--- src/rtl/serial_add_ctrl.sv ---
// Bit-serial adder sequencer: streams two WIDTH-bit operands LSB first through one full-adder cell.
// Optional subtract mode (operand B inverted, carry seeded with 1) is built when SERIAL_ADD_SUB_EN is defined.
module serial_add_ctrl #(
  parameter int WIDTH = 8,
  parameter int CNT_W = 6
) (
  input  logic             clk,
  input  logic             rst,
  input  logic             start,
  input  logic [WIDTH-1:0] a,
  input  logic [WIDTH-1:0] b,
`ifdef SERIAL_ADD_SUB_EN
  input  logic             sub,
`endif
  output logic             busy,
  output logic             done,
  output logic [WIDTH-1:0] sum,
  output logic             cout
);

  // Handshake: start is honoured only in IDLE; busy covers the WIDTH bit
  // cycles, then done pulses for exactly one cycle with sum/cout valid.
  typedef enum logic [1:0] {S_IDLE, S_RUN, S_FIN} state_t;

  localparam logic [CNT_W-1:0] CNT_LAST = CNT_W'(WIDTH - 1);

  state_t           state_q, state_d;
  logic [WIDTH-1:0] reg_a_q, reg_a_d;
  logic [WIDTH-1:0] reg_b_q, reg_b_d;
  logic [WIDTH-1:0] res_q, res_d;
  logic [WIDTH-1:0] sum_q, sum_d;
  logic [CNT_W-1:0] cnt_q, cnt_d;
  logic             carry_q, carry_d;
  logic             busy_q, busy_d;
  logic             done_q, done_d;
  logic             cout_q, cout_d;
`ifdef SERIAL_ADD_SUB_EN
  logic             sub_q, sub_d;
`endif

  logic fa_a, fa_b, fa_sum, fa_carry;

  always_comb begin
    fa_a = reg_a_q[0];
`ifdef SERIAL_ADD_SUB_EN
    fa_b = reg_b_q[0] ^ sub_q;
`else
    fa_b = reg_b_q[0];
`endif
    fa_sum   = fa_a ^ fa_b ^ carry_q;
    fa_carry = (fa_a & fa_b) | (fa_a & carry_q) | (fa_b & carry_q);
  end

  always_comb begin
    state_d = state_q;
    reg_a_d = reg_a_q;
    reg_b_d = reg_b_q;
    res_d   = res_q;
    sum_d   = sum_q;
    cnt_d   = cnt_q;
    carry_d = carry_q;
    busy_d  = busy_q;
    done_d  = 1'b0;
    cout_d  = cout_q;
`ifdef SERIAL_ADD_SUB_EN
    sub_d   = sub_q;
`endif
    case (state_q)
      S_IDLE: begin
        if (start) begin
          reg_a_d = a;
          reg_b_d = b;
          res_d   = '0;
          cnt_d   = '0;
`ifdef SERIAL_ADD_SUB_EN
          sub_d   = sub;
          carry_d = sub;
`else
          carry_d = 1'b0;
`endif
          busy_d  = 1'b1;
          state_d = S_RUN;
        end
      end
      S_RUN: begin
        res_d   = {fa_sum, res_q[WIDTH-1:1]};
        reg_a_d = {1'b0, reg_a_q[WIDTH-1:1]};
        reg_b_d = {1'b0, reg_b_q[WIDTH-1:1]};
        carry_d = fa_carry;
        cnt_d   = cnt_q + CNT_W'(1);
        // Outputs are loaded on the last bit edge so done lands in the FIN cycle.
        if (cnt_q == CNT_LAST) begin
          sum_d   = {fa_sum, res_q[WIDTH-1:1]};
          cout_d  = fa_carry;
          busy_d  = 1'b0;
          done_d  = 1'b1;
          state_d = S_FIN;
        end
      end
      S_FIN: begin
        state_d = S_IDLE;
      end
      default: begin
        state_d = S_IDLE;
      end
    endcase
  end

  always_ff @(posedge clk) begin
    if (rst) begin
      state_q <= S_IDLE;
      reg_a_q <= '0;
      reg_b_q <= '0;
      res_q   <= '0;
      sum_q   <= '0;
      cnt_q   <= '0;
      carry_q <= 1'b0;
      busy_q  <= 1'b0;
      done_q  <= 1'b0;
      cout_q  <= 1'b0;
`ifdef SERIAL_ADD_SUB_EN
      sub_q   <= 1'b0;
`endif
    end else begin
      state_q <= state_d;
      reg_a_q <= reg_a_d;
      reg_b_q <= reg_b_d;
      res_q   <= res_d;
      sum_q   <= sum_d;
      cnt_q   <= cnt_d;
      carry_q <= carry_d;
      busy_q  <= busy_d;
      done_q  <= done_d;
      cout_q  <= cout_d;
`ifdef SERIAL_ADD_SUB_EN
      sub_q   <= sub_d;
`endif
    end
  end

  assign busy = busy_q;
  assign done = done_q;
  assign sum  = sum_q;
  assign cout = cout_q;

endmodule

--- config.mk ---
export PLATFORM = sky130hd
export DESIGN_NAME = serial_add_ctrl
export DESIGN_NICKNAME = d
export VERILOG_FILES = /design/src/rtl/serial_add_ctrl.sv
export SDC_FILE = /design/constraint.sdc
export NUM_CORES = 1
export LEC_CHECK = 0
export ABC_AREA = 1
export CAP_MARGIN = 0
export CORE_AREA = 4 4 58 70
export CTS_CLUSTER_DIAMETER = 80
export DETAILED_ROUTE_END_ITERATION = 12
export DIE_AREA = 0 0 62 74
export PLACE_DENSITY_LB_ADDON = 0.05
export SETUP_SLACK_MARGIN = 0.3
export SLEW_MARGIN = 20
export SYNTH_ARGS = -nofsm -noshare
export SYNTH_HDL_FRONTEND = slang
export SYNTH_SLANG_ARGS = --single-unit
--- constraint.sdc ---
create_clock -name clk -period 3.4 [get_ports clk]
set_clock_uncertainty 0.2 [all_clocks]
set_input_delay 0.34 -clock clk [delete_from_list [all_inputs] [get_ports clk]]
set_output_delay 0.34 -clock clk [all_outputs]
set_load 0.1 [all_outputs]
==> results of run 1 <==
[layout make-up]
class | count | area (um2)
flip-flops and latches | 43 | 861
inverters | 12 | 45.0
repair buffers | 32 | 313
clock buffers | 7 | 76.3
multi-input cells | 187 | 821
fillers | 330 | 1200
well taps | 37 | 46.3
clock inverters | 1 | 5.00
[layout by cell type, fill, tap and decap left out, types with 3 or more instances in the layout]
cell / count
nor2_1: 34
nand3_1: 21
buf_4: 3
o21ai_0: 17
nand2_1: 90
inv_1: 8
clkdlybuf4s50_1: 29
dfxtp_1: 43
a21oi_1: 18
clkbuf_8: 5
[state kept, by name, indices dropped and copies added, names as in the netlist]
signal	cells
sum	8
res_q	7
reg_a_q	8
cnt_q	6
busy	1
state_q	2
reg_b_q	8
cout	1
done	1
carry_q	1
[routing by layer]
metal	part of all wire	vias up	global-route usage
met1	0.45	719	0.219
met4	0.020	0	0.0991
li1	-	858	-
met2	0.48	33	0.305
met5	0	-	0
met3	0.049	8	0.0347
[where the power goes]
group	switching (mW)	internal, mW	total, mW	leakage, nW
clock network	0.168	0.144	0.312	0.0422
registers	0.0122	0.525	0.537	0.351
logic	0.0729	0.0487	0.122	0.530
total	0.253	0.718	0.971	0.923
[kinds of logic (layout without fill, tap and decap cells)]
| family | count (synthesis) | after routing | synth area share |
|---|---|---|---|
| compound gates | 36 | 36 | 0.102 |
| fa+ha+maj | 2 | 2 | 0.0181 |
| buf+inv | 25 | 52 | 0.0660 |
| flops | 43 | 43 | 0.478 |
| simple gates | 149 | 149 | 0.336 |
[how the worst min path moves through the flow]
stage	slack (ps)	startpoint	to
after floorplan	240	res_q[1]$_SDFFE_PP0P_	res_q[1]$_SDFFE_PP0P_
after global placement	260	sum[1]$_SDFFE_PP0P_	sum[1]$_SDFFE_PP0P_
after detailed placement	260	sum[2]$_SDFFE_PP0P_	sum[2]$_SDFFE_PP0P_
after CTS	270	sum[2]$_SDFFE_PP0P_	sum[2]$_SDFFE_PP0P_
after global routing	280	reg_a_q[7]$_SDFFE_PP0P_	reg_a_q[7]$_SDFFE_PP0P_
final	270	sum[1]$_SDFFE_PP0P_	sum[1]$_SDFFE_PP0P_
==> flow_metrics.env, run 1 <==
export IMPL_crit_fanout=2
export IMPL_holdWs_ps=266
export IMPL_slowest_delay_ps=1130
export IMPL_hold_path_class="flip-flop to flip-flop"
export IMPL_synth_edf_count=0
export IMPL_outcome="finished, final reports clean"
export IMPL_async_flop_share=0
export IMPL_yosysMostFrequentCell="nand2_1"
export IMPL_netlist_top_cells_area="dfxtp_1 (48%), nand2_1 (19%), nor2_1 (7.1%), nand3_1 (5.8%), a21oi_1 (5.0%)"
export IMPL_critical_path_arrival_ps=1770
export IMPL_final_area_mm2=0.00217
export IMPL_cp_num_buf_inv=1
export IMPL_viasPerCell=5.07
export IMPL_hold_buffers=0
export IMPL_path_delay_family="buffers and inverters"
export IMPL_crit_cells=1
export IMPL_antenna_found_initial=0
export IMPL_ys_flop_type="dfxtp_1"
export IMPL_grt_setup_unrepaired="false"
export IMPL_cp_endpoint="cout"
export IMPL_clock_root_buffer="clkbuf_8"
export IMPL_dp_final_hpwl_um=2500
export IMPL_r2r_end="sum[6]$_SDFFE_PP0P_"
export IMPL_yosys_warnings=0
export IMPL_setup_violations=0
export IMPL_critPathLaunch="cout$_SDFFE_PP0P_"
export IMPL_areaGrowthSynthToFinish_pct=20.4
export IMPL_seq_area_frac_synth=0.478
export IMPL_clock_path_buffers=2
export IMPL_synth_top_area_cell="dfxtp_1"
export IMPL_instances_no_fill=319
export IMPL_track_usage=0.184
export IMPL_postLayoutCoreUtil=0.644
export IMPL_syn_num_nets=276
export IMPL_critPathKind="flip-flop to primary output"
export IMPL_crit_chain="clkdlybuf4s50_1"
export IMPL_end_kind="primary output"
export IMPL_ir_drop_mv=0.324
export IMPL_wl_per_cell_um=11.5
export IMPL_rows=23
export IMPL_powerDensity_mw_per_mm2=448
export IMPL_period_minus_slack_ps=2310
export IMPL_grt_pass1_wl_um=6260
export IMPL_num_vias=1618
export IMPL_place_area_mm2=0.00209
export IMPL_first_pass_iters=4
export IMPL_drv_cap=0
export IMPL_yosysUniqueCellTypes=19
export IMPL_synthTopCellsByCount="nand2_1 (90), dfxtp_1 (43), nor2_1 (34)"
export IMPL_numCtsBuffers=5
export IMPL_wl_um=3680
export IMPL_die_area_mm2=0.00459
export IMPL_grt_max_degree=30
export IMPL_drc=0
export IMPL_p_leak_nw=0.923
export IMPL_drtIter0Drc=89
export IMPL_io_buffers=29
export IMPL_final_nets=302
export IMPL_core_area_mm2=0.00337
export IMPL_initial_core_util=0.535
export IMPL_power_mw=0.971
export IMPL_fin_crit_sh=0.679
export IMPL_final_hold_violation_count=0
export IMPL_reg2reg_slack_ps=1460
export IMPL_antennaDiodeCount=0
export IMPL_fin_ws_ps=1090
export IMPL_setup_tns_ps=0
export IMPL_ios=30
export IMPL_slew_limit_headroom=0.347
export IMPL_gr_total_overflow=0
export IMPL_clk_pin_slew_worst_paths_ps=80
export IMPL_max_freq_mhz=433
export IMPL_synth_cell_area_mm2=0.00180
export IMPL_placed_cells=311
export IMPL_clock_sinks=43
export IMPL_grt_pass1_vias=1445
export IMPL_worstSkewPairLatency_ps=300
export IMPL_synth_top_area_frac=0.478
export IMPL_htreeDepth=2
export IMPL_gp_congestion=0.741
export IMPL_required_ps=2860
export IMPL_holdPathStages=2
export IMPL_yosys_register_bits=43
export IMPL_tightest_slew_ps=976
export IMPL_cts_resized=0
export IMPL_syn_avg_cell_area_um2=7.06
export IMPL_die_h_um=74
export IMPL_crit_path_top_delay_cell="clkdlybuf4s50_1"
export IMPL_tritoncts="done"
export IMPL_dieWidth_um=62
export IMPL_cp_start_kind="flip-flop"
export IMPL_drv_slew=0
export IMPL_ff2ff_path_depth=5
export IMPL_post_place_ws_ps=1090
export IMPL_cts_setup_buffers=0
export IMPL_antenna_left=0
export IMPL_synthesis_instances=255
export IMPL_layout_drive_gt1_share=0.0496
export IMPL_regToRegStartpoint="state_q[0]$_SDFFE_PP0P_"
(Power assumes the default switching activity.)
==> run 2: changes to the inputs <==
--- a/config.mk
+++ b/config.mk
@@ -7,10 +7,10 @@
 export LEC_CHECK = 0
 export ABC_AREA = 1
 export CAP_MARGIN = 0
-export CORE_AREA = 4 4 58 70
+export CORE_AREA = 4 4 62 75
 export CTS_CLUSTER_DIAMETER = 80
 export DETAILED_ROUTE_END_ITERATION = 12
-export DIE_AREA = 0 0 62 74
+export DIE_AREA = 0 0 66 79
 export PLACE_DENSITY_LB_ADDON = 0.05
 export SETUP_SLACK_MARGIN = 0.3
 export SLEW_MARGIN = 20
==> constraint.sdc (replaced) <==
create_clock -name clk -period 2.1 [get_ports clk]
set_clock_uncertainty 0.2 [all_clocks]
set_input_delay 0.21 -clock clk [delete_from_list [all_inputs] [get_ports clk]]
set_output_delay 0.21 -clock clk [all_outputs]
set_load 0.1 [all_outputs]
==> run 2 against run 1 <==
Compared with the run above:
- combinational power is 64% higher
- critical path type is now flip-flop to flip-flop
- via count is 0.56% lower
- largest power group unchanged
- worst setup slack worse by 560 ps
- global-route usage is 3.0 points lower
- total power is 68% higher
==> flow_metrics.env, run 2 (synthesis results as in run 1) <==
export IMPL_clk_pin_slew_worst_paths_ps=80
export IMPL_grt_pass1_wl_um=6200
export IMPL_cts_setup_buffers=0
export IMPL_num_vias=1609
export IMPL_slowest_delay_ps=340
export IMPL_final_common_cell="nand2_1"
export IMPL_ios=30
export IMPL_gp_congestion=0.748
export IMPL_period_minus_slack_ps=1570
export IMPL_final_nets=304
export IMPL_tritoncts="done"
export IMPL_layout_common_cells="nand2_1 (90), dfxtp_1 (43), nor2_1 (34)"
export IMPL_layout_drive_gt1_share=0.0986
export IMPL_end_kind="flip-flop"
export IMPL_crit_fanout=9
export IMPL_tightest_slew_ps=432
export IMPL_place_area_mm2=0.00209
export IMPL_fin_crit_sh=0.748
export IMPL_required_ps=2090
export IMPL_setup_tns_ps=0
export IMPL_io_buffers=29
export IMPL_dieWidth_um=66
export IMPL_initial_core_util=0.460
export IMPL_drtIter0Drc=116
export IMPL_postLayoutCoreUtil=0.561
export IMPL_setup_violations=0
export IMPL_drv_slew=0
export IMPL_viasPerCell=4.76
export IMPL_gr_total_overflow=0
export IMPL_regArea_um2=861
export IMPL_rows=25
export IMPL_numCtsBuffers=5
export IMPL_post_place_ws_ps=450
export IMPL_critical_path_arrival_ps=1560
export IMPL_powerDensity_mw_per_mm2=745
export IMPL_track_usage=0.154
export IMPL_antenna_left=0
export IMPL_p_leak_nw=0.964
export IMPL_antenna_found_initial=0
export IMPL_dp_final_hpwl_um=2410
export IMPL_clock_sinks=43
export IMPL_outcome="finished, final reports clean"
export IMPL_critPathKind="flip-flop to flip-flop"
export IMPL_worstSkewPairLatency_ps=290
export IMPL_wl_um=3700
export IMPL_areaGrowthSynthToFinish_pct=21.9
export IMPL_drv_cap=0
export IMPL_slew_limit_headroom=0.712
export IMPL_crit_chain="ha_1, nand2_1, inv_1, nand3_1, clkinv_1, nand3_1, nand2_1"
export IMPL_clock_path_buffers=2
export IMPL_antennaDiodeCount=0
export IMPL_max_freq_mhz=637
export IMPL_grt_setup_unrepaired="false"
export IMPL_drc=0
export IMPL_cts_resized=0
export IMPL_htreeDepth=2
export IMPL_first_pass_iters=4
export IMPL_crit_path_top_delay_cell="dfxtp_1"
export IMPL_fillers=384
export IMPL_cp_start_kind="flip-flop"
export IMPL_ir_drop_mv=0.466
export IMPL_hold_path_class="flip-flop to flip-flop"
export IMPL_grt_max_degree=29
export IMPL_fin_ws_ps=529
export IMPL_grt_pass1_vias=1400
export IMPL_multiInputGateArea_um2=821
export IMPL_final_area_mm2=0.00219
export IMPL_die_h_um=79
export IMPL_final_hold_violation_count=0
export IMPL_hold_buffers=0
export IMPL_core_area_mm2=0.00391
export IMPL_wl_per_cell_um=10.9
export IMPL_clock_root_buffer="clkbuf_8"
export IMPL_die_area_mm2=0.00521
## run 2: worst max-delay path: cells and delay by family (launching register included)
kind | cells | cell delay [ps]
adder cells (fa/ha/maj) | 1 | 220
buffers and inverters | 2 | 300
flip-flops | 1 | 340
AND/OR/NAND/NOR | 4 | 410
## run 2: cell type report
| cell class | count | share of cell area |
|---|---|---|
| flip-flops and latches | 43 | 0.392 |
| clock buffers | 8 | 0.0456 |
| multi-input cells | 187 | 0.374 |
| well taps | 54 | 0.0308 |
| inverters | 12 | 0.0205 |
| repair buffers | 34 | 0.137 |
## run 2: report_power, final
group / total (mW) / switching, mW / internal [mW] / leakage (nW)
logic: 0.200 / 0.121 / 0.0790 / 0.561
clock network: 0.567 / 0.267 / 0.300 / 0.0515
registers: 0.869 / 0.0189 / 0.850 / 0.351
## run 2: final timing paths
check	startpoint	end	slack, ps	cells past startpoint
max reg2reg	cnt_q[0]$_SDFFE_PP0P_	sum[7]$_SDFFE_PP0P_	530	7
max	cnt_q[0]$_SDFFE_PP0P_	sum[7]$_SDFFE_PP0P_	530	7
min reg2reg	res_q[1]$_SDFFE_PP0P_	res_q[1]$_SDFFE_PP0P_	260	2
min	res_q[1]$_SDFFE_PP0P_	res_q[1]$_SDFFE_PP0P_	260	2
## run 2: layer usage
layer / part of all wire / global-route usage / vias up / wire (um)
li1: - / - / 859 / -
met5: 0 / 0 / - / 0
met2: 0.47 / 0.269 / 35 / 1740
met4: 0.017 / 0.0610 / 0 / 61
met3: 0.045 / 0.0424 / 7 / 165
met1: 0.47 / 0.174 / 708 / 1730
## run 2: metrics by stage
step | power (mW) | std cells | hold WS (ps)
floorplan | 1.02 | 255 | 153
CTS | 1.66 | 338 | 267
detailed placement | 1.09 | 330 | 255
finish | 1.64 | 338 | 264
global route | 1.71 | 338 | 293
global placement | 1.09 | 330 | 251
==> RTL change 1, RTL diff (flow settings as in run 2) <==
Take the reset off `res_q` and `sum_q` and load them in a clocked block of their own.
--- a/src/rtl/serial_add_ctrl.sv
+++ b/src/rtl/serial_add_ctrl.sv
@@ -111,8 +111,6 @@
       state_q <= S_IDLE;
       reg_a_q <= '0;
       reg_b_q <= '0;
-      res_q   <= '0;
-      sum_q   <= '0;
       cnt_q   <= '0;
       carry_q <= 1'b0;
       busy_q  <= 1'b0;
@@ -125,8 +123,6 @@
       state_q <= state_d;
       reg_a_q <= reg_a_d;
       reg_b_q <= reg_b_d;
-      res_q   <= res_d;
-      sum_q   <= sum_d;
       cnt_q   <= cnt_d;
       carry_q <= carry_d;
       busy_q  <= busy_d;
@@ -138,6 +134,11 @@
     end
   end
 
+  always_ff @(posedge clk) begin
+    res_q <= res_d;
+    sum_q <= sum_d;
+  end
+
   assign busy = busy_q;
   assign done = done_q;
   assign sum  = sum_q;
Check against the original RTL: differs if rst is asserted again (counterexample within 10 cycles, from zero or initial values and one cycle with rst high); with rst held inactive, the same outputs for 10 cycles.
==> RTL change 1 against run 2 <==
  * Setup slack got worse by 0.11 ns
  * Sequential cell count unchanged
  * Combinational power about the same
  * Sequential power increased by 7.5%
  * Total power increased by 2.1%
  * Die area unchanged
  * Non-clock buffer count increased by 2
  * Synthesized area decreased by 2.4%
  * Wire length decreased by 3.2%
  * Cell area decreased by 0.51%
  * Critical path type unchanged
  * Global-route usage decreased by 0.50 points
==> RTL change 1: results (changes against run 2) <==
Run status
  • Status: complete, no violations (unchanged)

Drt
  • DRT Wirelength: 3580 um (was 3700 um)
  • Initial DRC count: 53 (was 116)
  • DR vias/cell: 4.85 (was 4.76)
  • Initial DRT Pass Iterations: 4 (unchanged)

GRT
  • GR Util All Layers: 14.9% (was 15.4%)
  • Vias in the first global route: 1374 (was 1400)
  • Pin count of the biggest net entering global routing: 28 (was 29)
  • First-pass GRT wire length: 5890 um (was 6200 um)

Synthesis
  • Top cells by area, synth: dfxtp_1, edfxtp_1, nand2_1 (was dfxtp_1, nand2_1, nor2_1)
  • Ys async rst share: 0% (unchanged)
  • Adder-cell share of the synthesized area: 1.85% (was 1.81%)
  • Mux cell area share after synthesis: 0% (unchanged)
  • Primary FF master, synth: dfxtp_1 (unchanged)
  • Post-Synth XOR/XNOR Area: 0% (unchanged)
  • Post-synth cell types: 25 (was 19)
  • Synthesized Nets: 227 (was 276)
  • Post-synthesis compound-gate area fraction: 10.9% (was 10.2%)
  • Post-synth EDFFs: 15 (was 0)
  • Sequential area share after synthesis: 57.5% (was 47.8%)
  • Post-synth top cells: nand2_1, nor2_1, dfxtp_1, inv_1, edfxtp_1 (was nand2_1, dfxtp_1, nor2_1, nand3_1, a21oi_1)

Pwr
  • Peak supply drop: 0.000535 V (was 0.000466 V)
  • Net Sw Frac: 26.2% (was 24.9%)
  • Leak: 0.886 nW (was 0.964 nW)

Clocking
  • CTS buffer count: 5 (unchanged)
  • Clk pin slew, worst setup/hold paths: 0.09 ns
  • Depth of the CTS H-tree: 2 (unchanged)
  • Max Buffers Root-to-Sink: 2 (unchanged)

Timing
  • Slew @ Worst Pin: 0.473 ns (was 0.432 ns)

Placement
  • DP HPWL: 2540 um (was 2410 um)
  • IO buf count: 29 (unchanged)
  • Post-Place Cell Area: 0.00207 sq mm (was 0.00209 sq mm)
  • Placer Congestion: 0.763 (was 0.748)

Finish
  • Filler cell count: 391 (was 384)
  • Antenna cell count: 0 (unchanged)
  • Layout cells sized above 1: 13.6% (was 9.86%)
  • NumNets Final: 262 (was 304)

Setup path
  • Critical path's largest stage delay: 0.38 ns (was 0.34 ns)
  • CP arrival: 1.49 ns (was 1.56 ns)
  • Crit-path slowest cell: dfxtp_1 (unchanged)
  • Max Fanout on Critical Path: 8 (was 9)
  • Crit-path leading delay family: simple AND/OR/NAND/NOR gates (unchanged)

Hold path
  • Worst Hold Class: register to register (unchanged)
-- RTL change 1: cell count changes after synthesis, sizes merged, moves of 4 or more --
| cell | run 2 | this run |
|---|---|---|
| nor2 | 36 | 31 |
| dfxtp | 43 | 28 |
| inv | 10 | 19 |
| buf | 10 | 6 |
| nand3 | 21 | 5 |
| edfxtp | 0 | 15 |
| nand2 | 90 | 58 |
| a31oi | 0 | 6 |
| a21oi | 18 | 11 |
-- RTL change 1: kinds of logic (layout without fill, tap and decap cells) --
kind of cell	count (synthesis)	in the layout
buffers and inverters	29	65
adders and majority gates	2	2
DFF	43	43
and+or+nand+nor	96	96
AOI/OAI and AO/OA	36	36
-- RTL change 1: cell type report --
type | instances | area, sq um | area share (%)
Sequential cell | 43 | 1010 | 46.3
Multi-Input combinational cell | 134 | 612 | 28.0
Timing Repair Buffer | 36 | 315 | 14.4
Inverter | 21 | 83.8 | 3.84
Clock buffer | 5 | 68.8 | 3.15
Tap cell | 54 | 67.6 | 3.09
Clock inverter | 3 | 25.0 | 1.15
-- RTL change 1: final timing paths --
path / cells past startpoint / from / slack [ns] / end
max: 5 / cnt_q[0] / 0.42 / sum[6]
min: 0 / res_q[1] / 0.24 / sum[0]
max reg2reg: 5 / cnt_q[0] / 0.42 / sum[6]
min reg2reg: 0 / res_q[1] / 0.24 / sum[0]
-- RTL change 1: worst register-to-register path, delay by kind of cell, from the launching register on --
kind / cells / cell delay (ns)
fa+ha+maj: 1 / 0.20
buf+inv: 1 / 0.20
flops: 1 / 0.38
simple gates: 3 / 0.41
-- RTL change 1: stage by stage --
step / setup slack [ns] / instances
finish: 0.418 / 296
detailed placement: 0.301 / 286
floorplan: 0.520 / 206
global placement: 0.366 / 286
global route: 0.301 / 296
CTS: 0.381 / 294
-- RTL change 1: timing repair --
| item | 4_1_cts | 5_1_grt |
|---|---|---|
| pin swaps | 0 | 1 |
| setup endpoints to repair | 8 | 8 |
| setup buffers | 0 | 2 |
| cloned | 0 | 0 |
| resized for setup | 1 | 0 |
-- RTL change 1: per-layer routing --
| layer | part of all wire, % | global-route usage, % |
|---|---|---|
| met2 | 50 | 26.4 |
| met4 | 2.1 | 6.30 |
| met5 | 0 | 0 |
| met1 | 41 | 16.0 |
| met3 | 6.7 | 4.67 |
-- RTL change 1: power groups by stage --
stage / clock network, W / registers (W) / logic [W]
after floorplan: 0 / 0.000958 / 0.000126
final: 0.000536 / 0.000934 / 0.000200
after CTS: 0.000555 / 0.000934 / 0.000202
after global placement: 0 / 0.000952 / 0.000199
after detailed placement: 0 / 0.000954 / 0.000201
after global routing: 0.000590 / 0.000941 / 0.000226
==> RTL change 2, RTL diff (config.mk and constraints of run 2) <==
Made on the original files. Add a define of `SERIAL_ADD_SUB_EN`.
--- a/src/rtl/serial_add_ctrl.sv
+++ b/src/rtl/serial_add_ctrl.sv
@@ -1,5 +1,7 @@
 // Bit-serial adder sequencer: streams two WIDTH-bit operands LSB first through one full-adder cell.
 // Optional subtract mode (operand B inverted, carry seeded with 1) is built when SERIAL_ADD_SUB_EN is defined.
+`define SERIAL_ADD_SUB_EN
+
 module serial_add_ctrl #(
   parameter int WIDTH = 8,
   parameter int CNT_W = 6
Interface: changed (added sub); port bits go from 30 to 31. No check against the original RTL was run, so the function may have changed too.
==> RTL change 2 against run 2 <==
  * Cell area grew 4.9%
  * Setup slack lost 0.13 ns
  * Global-route usage grew 0.20 points
  * Combinational power shrank 8%
  * Total power shrank 1.7%
  * Final cell count shrank 1.5%
  * Sequential cell count grew 1
  * Sequential power grew 2%
  * Sequential share of layout area shrank 0.96 points
  * Wire length grew 8.9%
  * Synthesized area grew 3.1%
  * Critical endpoint is now sum[4]
  * Largest cell class unchanged
==> RTL change 2: results (changes against run 2) <==
Run status
  • Status: complete, no violations (unchanged)

Drt
  • Initial DRT Pass Iterations: 5 (was 4)
  • Routed length per instance: 12.1 um (was 10.9 um)
  • Initial DRC count: 99 (was 116)
  • DR vias/cell: 4.97 (was 4.76)

Placement
  • DP HPWL: 2570 um (was 2410 um)
  • IO buf count: 30 (was 29)
  • Placer Congestion: 0.795 (was 0.748)

Clocking
  • CTS buffer count: 5 (unchanged)
  • Root buffer cell: clkbuf_8 (unchanged)

Hold path
  • WHS Path Cells: 3 (was 2)
  • Worst Hold Class: primary input to register (was register to register)

Setup path
  • FF-to-FF path depth: 7 (unchanged)
  • Max Fanout on Critical Path: 6 (was 9)
  • CP arrival: 1.70 ns (was 1.56 ns)

Synthesis
  • Top cells by area, synth: dfxtp_1, nand2_1, nand3_1 (was dfxtp_1, nand2_1, nor2_1)
  • Primary FF master, synth: dfxtp_1 (unchanged)
  • Post-synth cell types: 26 (was 19)
  • Synthesized Nets: 263 (was 276)
  • Post-synth top cells: nand2_1, dfxtp_1, nand3_1, a21oi_1, inv_1 (was nand2_1, dfxtp_1, nor2_1, nand3_1, a21oi_1)
  • Sequential area share after synthesis: 47.5% (was 47.8%)

GRT
  • Pin count of the biggest net entering global routing: 27 (was 29)
  • First-pass GRT wire length: 6300 um (was 6200 um)
  • GR Util All Layers: 15.6% (was 15.4%)
  • Vias in the first global route: 1474 (was 1400)

Finish
  • Layout cells sized above 1: 14.0% (was 9.86%)
  • Filler cell count: 392 (was 384)
  • NumNets Final: 300 (was 304)

Timing
  • Slew HR: 72.3% (was 71.2%)

Pwr
  • Peak supply drop: 0.000361 V (was 0.000466 V)
  • Leak: 0.958 nW (was 0.964 nW)
## RTL change 2: area by class of cell
cell class	count	share of cell area, %
sequential	44	38.3
multi-input combinational	166	36.2
timing repair buffer	41	15.4
clock buffer	8	3.91
inverter	20	3.26
tap	54	2.93
## RTL change 2: power breakdown
group	switching, W	leakage (nW)	internal, W	total, W
Clock	0.000272	0.0455	0.000268	0.000540
Combinational	0.000103	0.554	0.0000821	0.000185
Sequential	0.0000184	0.359	0.000864	0.000883
Total	0.000393	0.958	0.00121	0.00161
## RTL change 2: through the flow
stage	total power [W]	area (sq um)	cells	worst slack (ns)
floorplan	0.00102	1860	241	0.625
global placement	0.00109	2170	321	0.382
detailed placement	0.00109	2170	321	0.357
CTS	0.00163	2260	329	0.402
global route	0.00167	2300	333	0.291
finish	0.00161	2300	333	0.397
## RTL change 2: logic make-up after synthesis
group	share of synthesized area, %
DFF	47.5
buffers and inverters	8.43
and+or+nand+nor	32.0
AOI/OAI and AO/OA	9.91
xor gates and xnor gates	0.472
adders and majority gates	1.75
## RTL change 2: worst paths after layout
kind / startpoint / slack [ns] / to
setup reg to reg: cnt_q[0] / 0.40 / sum[4]
hold / removal: a[7] / 0.27 / reg_a_q[7]
setup / recovery: cnt_q[0] / 0.40 / sum[4]
hold reg to reg: busy / 0.27 / busy
## RTL change 2: critical path: stages, from the launching register on
cell and delay [ns]:
dfxtp_1 0.38, ha_1 0.23, nand2_1 0.13, nor2_4 0.18
nand3_4 0.17, buf_4 0.19, nand3_1 0.06, nand2_1 0.05
## RTL change 2: repair_timing
action / in CTS / in global routing
buffers inserted: 0 / 3
resized for setup: 0 / 1
endpoints found under the setup margin: 0 / 8
## RTL change 2: layer usage
metal  part of all wire, %  wire length (um)  track usage [%]  vias up
met4                   1.1                44             6.71        0
met2                    50              2030             26.0       55
met5                     0                 0                0        -
met3                   5.1               207             4.24        5
li1                      -                 -                -      850
met1                    43              1750             18.5      746
